`src/rtl/memory_load_scheduler_if.sv`:
```
// Bus bundle between the load issue stage, data memory and memory_receive.
// master: scheduler side; slave: requesters/memory/receive side.
interface memory_load_scheduler_if #(
  parameter int DATA_WIDTH     = 32,
  parameter int ADDRESS_BITS   = 20,
  parameter int LOG2_NUM_BYTES = 2
);
  logic                      req0_valid;
  logic [ADDRESS_BITS-1:0]   req0_address;
  logic [LOG2_NUM_BYTES-1:0] req0_log2_bytes;
  logic                      req0_unsigned;
  logic                      req0_ready;
  logic                      req1_valid;
  logic [ADDRESS_BITS-1:0]   req1_address;
  logic [LOG2_NUM_BYTES-1:0] req1_log2_bytes;
  logic                      req1_unsigned;
  logic                      req1_ready;
  logic                      mem_read;
  logic [ADDRESS_BITS-1:0]   mem_address;
  logic                      mem_ready;
  logic                      mem_valid;
  logic [DATA_WIDTH-1:0]     mem_data;
  logic                      rx_valid;
  logic                      rx_id;
  logic [LOG2_NUM_BYTES-1:0] rx_log2_bytes;
  logic                      rx_unsigned_load;
  logic [DATA_WIDTH-1:0]     rx_address;
  logic [DATA_WIDTH-1:0]     rx_memory_data;
  logic                      rx_error;

  modport master (
    input  req0_valid, req0_address, req0_log2_bytes, req0_unsigned,
    input  req1_valid, req1_address, req1_log2_bytes, req1_unsigned,
    output req0_ready, req1_ready,
    output mem_read, mem_address,
    input  mem_ready, mem_valid, mem_data,
    output rx_valid, rx_id, rx_log2_bytes, rx_unsigned_load, rx_address, rx_memory_data, rx_error
  );

  modport slave (
    output req0_valid, req0_address, req0_log2_bytes, req0_unsigned,
    output req1_valid, req1_address, req1_log2_bytes, req1_unsigned,
    input  req0_ready, req1_ready,
    input  mem_read, mem_address,
    output mem_ready, mem_valid, mem_data,
    input  rx_valid, rx_id, rx_log2_bytes, rx_unsigned_load, rx_address, rx_memory_data, rx_error
  );
endinterface

```
`src/rtl/memory_load_scheduler.sv`:
```
// Round-robin arbiter sharing one memory read port between two load requesters, one load in flight.
// Optional WAIT timeout with error response is enabled by defining MEM_SCHED_TIMEOUT_EN.
module memory_load_scheduler #(
  parameter int CORE           = 0,
  parameter int DATA_WIDTH     = 32,
  parameter int ADDRESS_BITS   = 20,
  parameter int NUM_BYTES      = DATA_WIDTH / 8,
  parameter int LOG2_NUM_BYTES = $clog2(NUM_BYTES),
  parameter int TIMEOUT_CYCLES = 255
) (
  input logic                     clock,
  input logic                     reset,
  memory_load_scheduler_if.master bus
);

  typedef enum logic [1:0] {S_IDLE, S_ISSUE, S_WAIT, S_RESP} state_t;

  state_t                    state, state_next;
  logic                      last_grant;
  logic                      grant_id;
  logic                      accept;
  logic                      resp_load;
  logic [ADDRESS_BITS-1:0]   cap_address;
  logic [LOG2_NUM_BYTES-1:0] cap_log2_bytes;
  logic                      cap_unsigned;
  logic                      cap_id;
  logic                      rx_id_q;
  logic [LOG2_NUM_BYTES-1:0] rx_log2_bytes_q;
  logic                      rx_unsigned_q;
  logic [DATA_WIDTH-1:0]     rx_address_q;
  logic [DATA_WIDTH-1:0]     rx_data_q;

`ifdef MEM_SCHED_TIMEOUT_EN
  localparam int CNT_W = ($clog2(TIMEOUT_CYCLES + 1) > 8) ? $clog2(TIMEOUT_CYCLES + 1) : 8;
  logic [CNT_W-1:0] timeout_count;
  logic             rx_error_q;
`endif

  // Tie goes to the requester not served last; accept is suppressed while reset is asserted
  always_comb begin
    grant_id = bus.req1_valid;
    if (bus.req0_valid && bus.req1_valid)
      grant_id = ~last_grant;
    accept = reset && (state == S_IDLE) && (bus.req0_valid || bus.req1_valid);
  end

  always_ff @(posedge clock) begin
    if (!reset)
      state <= S_IDLE;
    else
      state <= state_next;
  end

  always_comb begin
    state_next = state;
    case (state)
      S_IDLE:  if (accept) state_next = S_ISSUE;
      S_ISSUE: if (bus.mem_ready) state_next = S_WAIT;
      S_WAIT: begin
        if (bus.mem_valid)
          state_next = S_RESP;
`ifdef MEM_SCHED_TIMEOUT_EN
        else if (timeout_count == CNT_W'(TIMEOUT_CYCLES))
          state_next = S_RESP;
`endif
      end
      S_RESP:  state_next = S_IDLE;
      default: state_next = S_IDLE;
    endcase
  end

  assign resp_load = (state == S_WAIT) && (state_next == S_RESP);

  always_comb begin
    bus.req0_ready       = accept && !grant_id;
    bus.req1_ready       = accept && grant_id;
    bus.mem_read         = (state == S_ISSUE);
    bus.mem_address      = (state == S_ISSUE) ? cap_address : '0;
    bus.rx_valid         = (state == S_RESP);
    bus.rx_id            = rx_id_q;
    bus.rx_log2_bytes    = rx_log2_bytes_q;
    bus.rx_unsigned_load = rx_unsigned_q;
    bus.rx_address       = rx_address_q;
    bus.rx_memory_data   = rx_data_q;
`ifdef MEM_SCHED_TIMEOUT_EN
    bus.rx_error         = rx_error_q && (state == S_RESP);
`else
    bus.rx_error         = 1'b0;
`endif
  end

  always_ff @(posedge clock) begin
    if (!reset)
      last_grant <= 1'b1;
    else if (accept)
      last_grant <= grant_id;
  end

  // Request attributes are only meaningful after an accept, so they carry no reset
  always_ff @(posedge clock) begin
    if (accept) begin
      cap_id         <= grant_id;
      cap_address    <= grant_id ? bus.req1_address    : bus.req0_address;
      cap_log2_bytes <= grant_id ? bus.req1_log2_bytes : bus.req0_log2_bytes;
      cap_unsigned   <= grant_id ? bus.req1_unsigned   : bus.req0_unsigned;
    end
  end

  always_ff @(posedge clock) begin
    if (!reset) begin
      rx_id_q         <= 1'b0;
      rx_log2_bytes_q <= '0;
      rx_unsigned_q   <= 1'b0;
      rx_address_q    <= '0;
      rx_data_q       <= '0;
`ifdef MEM_SCHED_TIMEOUT_EN
      rx_error_q      <= 1'b0;
`endif
    end else if (resp_load) begin
      rx_id_q         <= cap_id;
      rx_log2_bytes_q <= cap_log2_bytes;
      rx_unsigned_q   <= cap_unsigned;
      rx_address_q    <= {{(DATA_WIDTH - ADDRESS_BITS){1'b0}}, cap_address};
`ifdef MEM_SCHED_TIMEOUT_EN
      rx_data_q       <= bus.mem_valid ? bus.mem_data : '0;
      rx_error_q      <= !bus.mem_valid;
`else
      rx_data_q       <= bus.mem_data;
`endif
    end
  end

`ifdef MEM_SCHED_TIMEOUT_EN
  // A same-cycle mem_valid beats the timeout because the counter is only compared without it
  always_ff @(posedge clock) begin
    if (!reset)
      timeout_count <= '0;
    else if ((state == S_ISSUE) && bus.mem_ready)
      timeout_count <= '0;
    else if ((state == S_WAIT) && !bus.mem_valid)
      timeout_count <= timeout_count + 1'b1;
  end
`endif

endmodule

```
`src/flat_wrapper.sv`:
```
// flat-port wrapper written by rule: the top's interface ports become plain ports
module memory_load_scheduler_flat 
#(
  parameter int CORE           = 0,
  parameter int DATA_WIDTH     = 32,
  parameter int ADDRESS_BITS   = 20,
  parameter int NUM_BYTES      = DATA_WIDTH / 8,
  parameter int LOG2_NUM_BYTES = $clog2(NUM_BYTES),
  parameter int TIMEOUT_CYCLES = 255
)
  (clock, reset, bus_req0_valid, bus_req0_address, bus_req0_log2_bytes, bus_req0_unsigned, bus_req1_valid, bus_req1_address, bus_req1_log2_bytes, bus_req1_unsigned, bus_req0_ready, bus_req1_ready, bus_mem_read, bus_mem_address, bus_mem_ready, bus_mem_valid, bus_mem_data, bus_rx_valid, bus_rx_id, bus_rx_log2_bytes, bus_rx_unsigned_load, bus_rx_address, bus_rx_memory_data, bus_rx_error);
  memory_load_scheduler_if #(.DATA_WIDTH(DATA_WIDTH), .ADDRESS_BITS(ADDRESS_BITS), .LOG2_NUM_BYTES(LOG2_NUM_BYTES)) bus_i ();
  input logic clock;
  input logic reset;
  input wire logic [$bits(bus_i.req0_valid)-1:0] bus_req0_valid;
  input wire logic [$bits(bus_i.req0_address)-1:0] bus_req0_address;
  input wire logic [$bits(bus_i.req0_log2_bytes)-1:0] bus_req0_log2_bytes;
  input wire logic [$bits(bus_i.req0_unsigned)-1:0] bus_req0_unsigned;
  input wire logic [$bits(bus_i.req1_valid)-1:0] bus_req1_valid;
  input wire logic [$bits(bus_i.req1_address)-1:0] bus_req1_address;
  input wire logic [$bits(bus_i.req1_log2_bytes)-1:0] bus_req1_log2_bytes;
  input wire logic [$bits(bus_i.req1_unsigned)-1:0] bus_req1_unsigned;
  output wire logic [$bits(bus_i.req0_ready)-1:0] bus_req0_ready;
  output wire logic [$bits(bus_i.req1_ready)-1:0] bus_req1_ready;
  output wire logic [$bits(bus_i.mem_read)-1:0] bus_mem_read;
  output wire logic [$bits(bus_i.mem_address)-1:0] bus_mem_address;
  input wire logic [$bits(bus_i.mem_ready)-1:0] bus_mem_ready;
  input wire logic [$bits(bus_i.mem_valid)-1:0] bus_mem_valid;
  input wire logic [$bits(bus_i.mem_data)-1:0] bus_mem_data;
  output wire logic [$bits(bus_i.rx_valid)-1:0] bus_rx_valid;
  output wire logic [$bits(bus_i.rx_id)-1:0] bus_rx_id;
  output wire logic [$bits(bus_i.rx_log2_bytes)-1:0] bus_rx_log2_bytes;
  output wire logic [$bits(bus_i.rx_unsigned_load)-1:0] bus_rx_unsigned_load;
  output wire logic [$bits(bus_i.rx_address)-1:0] bus_rx_address;
  output wire logic [$bits(bus_i.rx_memory_data)-1:0] bus_rx_memory_data;
  output wire logic [$bits(bus_i.rx_error)-1:0] bus_rx_error;
  assign bus_i.req0_valid = bus_req0_valid;
  assign bus_i.req0_address = bus_req0_address;
  assign bus_i.req0_log2_bytes = bus_req0_log2_bytes;
  assign bus_i.req0_unsigned = bus_req0_unsigned;
  assign bus_i.req1_valid = bus_req1_valid;
  assign bus_i.req1_address = bus_req1_address;
  assign bus_i.req1_log2_bytes = bus_req1_log2_bytes;
  assign bus_i.req1_unsigned = bus_req1_unsigned;
  assign bus_req0_ready = bus_i.req0_ready;
  assign bus_req1_ready = bus_i.req1_ready;
  assign bus_mem_read = bus_i.mem_read;
  assign bus_mem_address = bus_i.mem_address;
  assign bus_i.mem_ready = bus_mem_ready;
  assign bus_i.mem_valid = bus_mem_valid;
  assign bus_i.mem_data = bus_mem_data;
  assign bus_rx_valid = bus_i.rx_valid;
  assign bus_rx_id = bus_i.rx_id;
  assign bus_rx_log2_bytes = bus_i.rx_log2_bytes;
  assign bus_rx_unsigned_load = bus_i.rx_unsigned_load;
  assign bus_rx_address = bus_i.rx_address;
  assign bus_rx_memory_data = bus_i.rx_memory_data;
  assign bus_rx_error = bus_i.rx_error;
  memory_load_scheduler #(.CORE(CORE), .DATA_WIDTH(DATA_WIDTH), .ADDRESS_BITS(ADDRESS_BITS), .NUM_BYTES(NUM_BYTES), .LOG2_NUM_BYTES(LOG2_NUM_BYTES), .TIMEOUT_CYCLES(TIMEOUT_CYCLES)) u_core (.clock(clock), .reset(reset), .bus(bus_i));
endmodule
```
`config.mk`:
```
export PLATFORM = sky130hd
export DESIGN_NAME = memory_load_scheduler_flat
export DESIGN_NICKNAME = d
export VERILOG_FILES = /design/src/rtl/memory_load_scheduler_if.sv /design/src/rtl/memory_load_scheduler.sv /design/src/flat_wrapper.sv
export SDC_FILE = /design/constraint.sdc
export NUM_CORES = 1
export LEC_CHECK = 0
export ABC_AREA = 1
export CORE_MARGIN = 8
export CORE_UTILIZATION = 44
export DETAILED_ROUTE_END_ITERATION = 10
export PLACE_DENSITY = 0.95
export RECOVER_POWER = 50
export SLEW_MARGIN = 0
export SYNTH_ARGS = -nofsm -noshare
export SYNTH_HDL_FRONTEND = slang
export SYNTH_SLANG_ARGS = --single-unit
export TNS_END_PERCENT = 20
```
`constraint.sdc`:
```
create_clock -name clock -period 4.1 [get_ports clock]
set_input_delay 0.82 -clock clock [delete_from_list [all_inputs] [get_ports clock]]
set_output_delay 0.82 -clock clock [all_outputs]
set_load 0.05 [all_outputs]
```
Word-level counts from Yosys, hierarchy flattened
Cells that the tools add are included.
Widths: inputs -> output; s select.
{ "word_totals": {"reg_bits": 83, "input_bits": 84, "output_inout_bits": 93} }
{ "op_classes": {"eq_ne": 4, "n_mux": 9, "bitwise": 1, "reduce_logical": 9} }
{ "ops": {"columns": ["operator", "n"], "rows": [
  ["$mux 20", 2],
  ["$mux 2", 4],
  ["$pmux 2 s4", 1],
  ["$eq 2x2->1 const B", 3],
  ["$logic_and 1x1->1", 6],
  ["$eq 2x1->1 const B", 1],
  ["$logic_not 2->1", 1],
  ["$mux 1", 2],
  ["$logic_not 1->1", 1],
  ["$logic_or 1x1->1", 1],
  ["$not 1->1", 1]
]} }

Longest topological paths before layout
Gate-level depths: netlist of the first run.
{ "logic_depth": {"word_depth": 7, "mapped_depth": 6, "mapped_depth_nobuf": 5} }

Worst setup path after synthesis of the first run
No wires, ideal clock.
{ "synth_path": {"path_kind": "input -> output", "startpoint": "in bus_req1_valid", "endpoint": "out bus_req0_ready", "arrival_ps": 1801, "required_ps": 3280, "slack_ps": 1479, "path_stages": 4, "cell_sequence": "inv_1 > a21oi_4 > buf_4 > nor2_1"} }
{ "synth_via": {"elab_chain_len": 4} }
{ "synth_rtl": {"columns": ["element", "line", "text"], "rows": [
  ["start, declared", "flat_wrapper.sv:19", "input wire logic [$bits(bus_i.req1_valid)-1:0] bus_req1_valid;"],
  ["$logic_and 1x1->1", "memory_load_scheduler.sv:42", "if (bus.req0_valid && bus.req1_valid)"],
  ["$mux 1 *", "memory_load_scheduler.sv:42", null],
  ["named net u_core.grant_id", "memory_load_scheduler.sv:20", "logic grant_id;"],
  ["$logic_not 1->1 *", "memory_load_scheduler.sv:75", "bus.req0_ready = accept && !grant_id;"],
  ["$logic_and 1x1->1 *", "memory_load_scheduler.sv:75", null],
  ["end, declared", "flat_wrapper.sv:23", "output wire logic [$bits(bus_i.req0_ready)-1:0] bus_req0_ready;"]
]} }
The timed path passes the listed nets; every way through them passes the cells marked *.

Final worst setup path of the first run
{ "layout_path": {"startpoint": "in bus_req1_valid", "endpoint": "out bus_req0_ready"} }
{ "layout_via": {"elab_chain_len": 4} }
{ "layout_rtl": {"columns": ["element", "line"], "rows": [
  ["$logic_and 1x1->1", "memory_load_scheduler.sv:42"],
  ["$mux 1", "memory_load_scheduler.sv:42"],
  ["$logic_not 1->1", "memory_load_scheduler.sv:75"],
  ["$logic_and 1x1->1 *", "memory_load_scheduler.sv:75"]
]} }
Mark *: on every way between the ends. The rest lies on a longest branch, timed or not.

==> out/qor.csv, run 1 <==
stage;metric;value;unit
logic_synthesis;synth_most_common_cell;nand2_1;
worst_setup_path;critical_path_arrival;2.65;ns
cts;htree_levels;3;
global_route;globalRouteOverflowTotal;0;
logic_synthesis;netlist_top_cells_area;dfxtp_1, edfxtp_1, nand2_1;
sta;slew_headroom;32.7;%
finish;fin_area;0.00533;mm2
sta;fin_ws;0.630;ns
worst_setup_path;critical-path-max-stage-delay;0.85;ns
drt;vias;3517;
place;place_inst;676;
global_route;grt_antenna_before_repair;0;
floorplanning;fp.dieH;107;um
run_status;status;finished clean;
sta;finalMaxSlewViolations;0;
worst_setup_path;start_kind;input pin;
finish;syn_to_final_growth;47.2;%
place;dpl_cell_area;0.00514;mm2
sta;min_period_over_period;84.6;%
global_route;grt_pass1_vias;3733;
cts;cts_root_buffer;clkbuf_8;
place;dp_slack;0.684;ns
worst_setup_path;critPathKind;input pin to output port;
sta;setup_viol;0;
floorplanning;die_area;0.0114;mm2
cts;clockBufferDepth;2;
finish;layout-drive-gt1-share;4.77;%
floorplanning;die_w;107;um
worst_setup_path;path_cells;dlygate4sd3_1 > inv_1 > nand2_1 > nand3_1 > nor2_1 > clkdlybuf4s50_1;
worst_setup_path;reg2reg_to;u_core.bus.rx_address[3]$_SDFFE_PN0P_;
logic_synthesis;synth_edf_count;24;
logic_synthesis;yosysSeqAreaShare;52.5;%
cts;cts-resized-gates;0;
floorplanning;rows;33;
power;p_per_area;383;mW/mm2
drt;routed_wirelength;11.5;mm
floorplanning;initial_core_util;44.7;%
worst_setup_path;crit_end;bus_req0_ready;
logic_synthesis;synth_top_area_share;32.6;%
logic_synthesis;syn_avg_cell_area;8.23;um2
logic_synthesis;synthFlopType;dfxtp_1;
logic_synthesis;synth-seq-cells;83;
finish;final-instance-count-excl-fill;692;
cts;cts_sinks;83;
drt;ant_nets;0;
sta;hold_viol;0;
worst_setup_path;cp-end-kind;output port;
cts;numCtsBuffers;9;
sta;worst_slew_pin_slew;1.01;ns
worst_setup_path;required;3.28;ns
sta;tns;0;ns
job;cap_viol_max_count;0;
logic_synthesis;synth_cell_types;18;
finish;antenna_cells;0;
floorplanning;ios;177;
cts;cts_tree;built;
power;ir_drop;224;uV
cts;ctsHoldBuffers;0;
worst_setup_path;rr_worst_depth;5;
logic_synthesis;synth_commonest_cells;nand2_1, dfxtp_1, a21oi_1;
cts;cts_setup_buffers;0;
logic_synthesis;syn-cell-area;0.00362;mm2
cts;clkLatencyLatePin;0.35;ns
logic_synthesis;yosys.area.top_type;dfxtp_1;
worst_setup_path;r2r_setup_slack;1.25;ns
logic_synthesis;netlist_instances;440;
drt;first_pass_iters;4;
worst_setup_path;cp_max_fo;4;
min_path;hold_path.class;flip-flop to flip-flop;
power;p_leak;2.18;nW
global_route;grt_max_degree;58;
sta;fmax;288;MHz
global_route;grt_pass1_wl;18.4;mm
sta;skew;0.0174;ns
logic_synthesis;yosys_warnings;0;
worst_setup_path;cp-startpoint;bus_req1_valid;
min_path;hold-path-cell-count;2;
drt;drc;0;
sta;rsz0062_at_grt;false;
finish;nets;666;
floorplanning;placeableCoreArea;0.00809;mm2
place;gp_congestion;0.790;
drt;drt_iter0_markers;177;
global_route;grt_use_total;19.9;%
logic_synthesis;ys_async_sr_fraction;0;%
drt;via_per_inst;5.08;
place;portBuffers;163;
worst_setup_path;timing.rr.start;u_core.state[1]$_SDFF_PN0_;
cts;clk_pin_slew;0.09;ns
drt;wl_per_cell;16.6;um
sta;min_period;3.47;ns
worst_setup_path;cp_slowest_cell;clkdlybuf4s50_1;
place;dpl.hpwl;8.13;mm
power by group:
part | internal (mW) | total [mW] | leakage (nW) | switching [mW]
Sequential | 0.894 | 0.924 | 0.704 | 0.0298
Combinational | 0.174 | 0.523 | 1.37 | 0.350
Clock | 0.286 | 0.593 | 0.100 | 0.307
worst min-delay path by stage:
stage                                               start                                    endpoint  slack (ns)
6_report        u_core.bus.rx_memory_data[3]$_SDFFE_PN0P_   u_core.bus.rx_memory_data[3]$_SDFFE_PN0P_        0.46
2_1_floorplan              u_core.last_grant$_SDFFE_PN1P_              u_core.last_grant$_SDFFE_PN1P_        0.49
3_5_place_dp    u_core.bus.rx_memory_data[3]$_SDFFE_PN0P_   u_core.bus.rx_memory_data[3]$_SDFFE_PN0P_        0.45
5_1_grt        u_core.bus.rx_memory_data[21]$_SDFFE_PN0P_  u_core.bus.rx_memory_data[21]$_SDFFE_PN0P_        0.47
3_3_place_gp        u_core.bus.rx_address[8]$_SDFFE_PN0P_       u_core.bus.rx_address[8]$_SDFFE_PN0P_        0.45
4_1_cts        u_core.bus.rx_memory_data[15]$_SDFFE_PN0P_  u_core.bus.rx_memory_data[15]$_SDFFE_PN0P_        0.47
sequential cells by signal, summed over array words and instances, names as in the netlist:
signal                       count
u_core.cap_unsigned              1
u_core.last_grant                1
u_core.bus.rx_memory_data       32
u_core.bus.rx_address           20
u_core.cap_address              20
u_core.bus.rx_unsigned_load      1
u_core.bus.rx_log2_bytes         2
u_core.cap_id                    1
u_core.cap_log2_bytes            2
u_core.bus.rx_id                 1
u_core.state                     2
logic make-up (layout without fill, tap and decap cells):
family / Yosys count / count (layout) / share of synthesized area, %
DFF: 83 / 83 / 52.5
buffers and inverters: 80 / 215 / 12.2
AOI/OAI and AO/OA: 59 / 59 / 8.47
other: 1 / 13 / 0.104
and+or+nand+nor: 217 / 217 / 26.7
metal layers:
metal	global-route usage [%]	vias to the layer above	wire, um
met1	21.6	1598	4370
li1	-	1725	-
met5	0	-	0
met3	6.42	12	1020
met2	35.5	182	5950
met4	7.14	0	169
critical path, delay by kind of cell:
kind | cells | cell delay, ns
simple gates | 3 | 0.31
buf+inv | 3 | 1.51
cell usage in the layout, fill, tap and decap left out, types with 2 or more instances in the layout:
master and instances:
dfxtp_1 58, nand3_1 4, clkbuf_8 9, inv_2 2, conb_1 13, nand4_1 56
dlygate4sd3_1 42, clkdlybuf4s50_1 119, nor2_1 24, clkinv_2 2, a21oi_1 57, nand2_1 133
buf_4 7, inv_6 3, edfxtp_1 24, inv_1 28
through the flow:
stage                     hold WS [ns]  total power [mW]  util [%]
final                            0.461              2.04      65.8
after global routing             0.472              2.12      65.8
after CTS                        0.466              2.06      65.9
after detailed placement         0.454              1.47      63.5
after global placement           0.448              1.46      63.5
after floorplan                  0.491              1.28         -
final cells by class:
type | count | area (um2)
multi-input cells | 289 | 1320
clock inverters | 7 | 73.8
repair buffers | 169 | 1670
inverters | 30 | 113
fillers | 662 | 2760
well taps | 105 | 131
flip-flops and latches | 83 | 1900
clock buffers | 9 | 124
Note: power is estimated with default switching activity, not from simulation.
==> run 2, diff against run 1 <==
Settings changed: CORE_UTILIZATION 44 to 41, PLACE_DENSITY 0.95 to 0.93.
Clock period 4.1 ns to 3.5 ns, I/O delays scaled along.
==> out/qor.csv, run 2 (synthesis results as in run 1) <==
stage;metric;value;unit;change
drt;via_per_inst;5.08;;-0.12%
sta;slew_headroom;19.7;%;-13 points
finish;layout-drive-gt1-share;4.76;%;-0.0081 points
floorplanning;initial_core_util;41.9;%;-2.8 points
cts;clk_pin_slew;0.09;ns;about the same
cts;cts_setup_buffers;0;;unchanged
worst_setup_path;required;2.80;ns;-0.48 ns
floorplanning;ios;177;;unchanged
worst_setup_path;critical_path_arrival;2.42;ns;-0.23 ns
run_status;status;finished clean;;
global_route;grt_antenna_before_repair;0;;unchanged
finish;mostFrequentLayoutCells;clkdlybuf4s50_1, nand2_1, a21oi_1, dfxtp_1, nand4_1;;
drt;drt_iter0_markers;163;;-7.9%
sta;skew;0.00939;ns;-0.00802 ns
finish;syn_to_final_growth;48.1;%;
global_route;globalRouteOverflowTotal;0;;unchanged
sta;whs;0.463;ns;+0.00164 ns
drt;routed_wirelength;11.1;mm;-3.6%
worst_setup_path;cp-end-kind;output port;;
global_route;grt_pass1_wl;17.1;mm;-7.0%
sta;hold_viol;0;;unchanged
sta;min_period;3.12;ns;
drt;drc;0;;unchanged
finish;final_common_cell;clkdlybuf4s50_1;;
place;dp_slack;0.774;ns;+0.0905 ns
worst_setup_path;start_kind;flip-flop;;
sta;fmax;320;MHz;
cts;cts_root_buffer;clkbuf_8;;
drt;ant_nets;0;;unchanged
global_route;grt_pass1_vias;3532;;-5.4%
worst_setup_path;critPathKind;flip-flop to output port;;
sta;fin_ws;0.379;ns;-0.252 ns
worst_setup_path;path_cells;nand2_1 > nor2_1 > clkdlybuf4s50_1;;
floorplanning;die_w;110;um;+3.1%
cts;cts_tree;built;;
sta;min_period_over_period;89.2;%;
drt;first_pass_iters;4;;unchanged
worst_setup_path;critical-path-max-stage-delay;0.87;ns;+0.02 ns
cts;cts-resized-gates;0;;unchanged
min_path;hold-path-cell-count;2;;unchanged
place;dpl.hpwl;7.88;mm;-3.1%
power;ir_drop;257;uV;+15%
sta;setup_viol;0;;unchanged
floorplanning;fp.dieH;110;um;+3.1%
cts;numCtsBuffers;9;;unchanged
drt;vias;3533;;+0.45%
cts;clkLatencyLatePin;0.34;ns;about the same
job;cap_viol_max_count;0;;unchanged
sta;finalMaxSlewViolations;0;;unchanged
worst_setup_path;cp_max_fo;22;;+18
power;p_leak;2.11;nW;-2.8%
place;portBuffers;163;;unchanged
min_path;hold_path.class;flip-flop to flip-flop;;
cts;ctsHoldBuffers;0;;unchanged
power;p_per_area;458;mW/mm2;+20%
sta;tns;0;ns;unchanged
cts;htree_levels;3;;unchanged
finish;largest_reg_flops;32;;unchanged
finish;nets;667;;+0.15%
drt;wl_per_cell;15.9;um;-4.2%
sta;rsz0062_at_grt;false;;
worst_setup_path;cp_slowest_cell;clkdlybuf4s50_1;;
worst_setup_path;rr_worst_depth;5;;unchanged
floorplanning;rows;34;;+3.0%
floorplanning;die_area;0.0121;mm2;+6.2%
cts;cts_sinks;83;;unchanged
global_route;grt_max_degree;61;;+5.2%
place;gp_congestion;0.793;;+0.34%
global_route;grt_use_total;17.8;%;-2.1 points
finish;antenna_cells;0;;unchanged
cts;clockBufferDepth;2;;unchanged
floorplanning;placeableCoreArea;0.00864;mm2;+6.7%
sta;worst_slew_pin_slew;1.20;ns;+0.197 ns
[run 2: report_power, final]
group          switching, mW  leakage (nW)  internal, mW
combinational          0.415          1.30         0.206
sequential            0.0250         0.704          1.05
clock                  0.353         0.108         0.408
[run 2: through the flow]
step | total power [mW] | utilization [%] | cells | area, um2
after floorplan | 1.50 | - | 452 | 3660
after global placement | 1.71 | 59.7 | 680 | 5160
after detailed placement | 1.72 | 59.7 | 680 | 5160
after CTS | 2.48 | 62.3 | 696 | 5380
after global routing | 2.56 | 62.1 | 696 | 5360
final | 2.45 | 62.1 | 696 | 5360
[run 2: final timing paths]
path / from / end / slack, ns
max reg2reg: u_core.state[1]$_SDFF_PN0_ / u_core.cap_address[10]$_DFFE_PP_ / 1.13
min reg2reg: u_core.bus.rx_memory_data[11]$_SDFFE_PN0P_ / u_core.bus.rx_memory_data[11]$_SDFFE_PN0P_ / 0.46
min: u_core.bus.rx_memory_data[11]$_SDFFE_PN0P_ / u_core.bus.rx_memory_data[11]$_SDFFE_PN0P_ / 0.46
max: u_core.state[0]$_SDFF_PN0_ / bus_mem_address[8] / 0.38
[run 2: metal layers]
layer | global-route usage, % | part of all wire (%) | routed length (um) | vias to the layer above
met5 | 0 | 0 | 0 | -
met4 | 7.81 | 2.2 | 245 | 0
met3 | 5.22 | 9.2 | 1020 | 20
met2 | 30.7 | 48 | 5340 | 170
met1 | 20.0 | 40 | 4490 | 1621
li1 | - | - | - | 1722
[run 2: area by class of cell]
cell class | instances | area [um2]
clock buffer | 9 | 124
inverter | 30 | 113
timing repair buffer | 170 | 1680
sequential | 83 | 1900
fill | 702 | 3280
multi-input combinational | 289 | 1310
clock inverter | 7 | 100
tap | 108 | 135
[run 2: critical path, delay by kind of cell, from the launching register on]
| kind | cells | cell delay, ns |
|---|---|---|
| buffers and inverters | 1 | 0.87 |
| AND/OR/NAND/NOR | 2 | 0.82 |
| flip-flops | 1 | 0.39 |
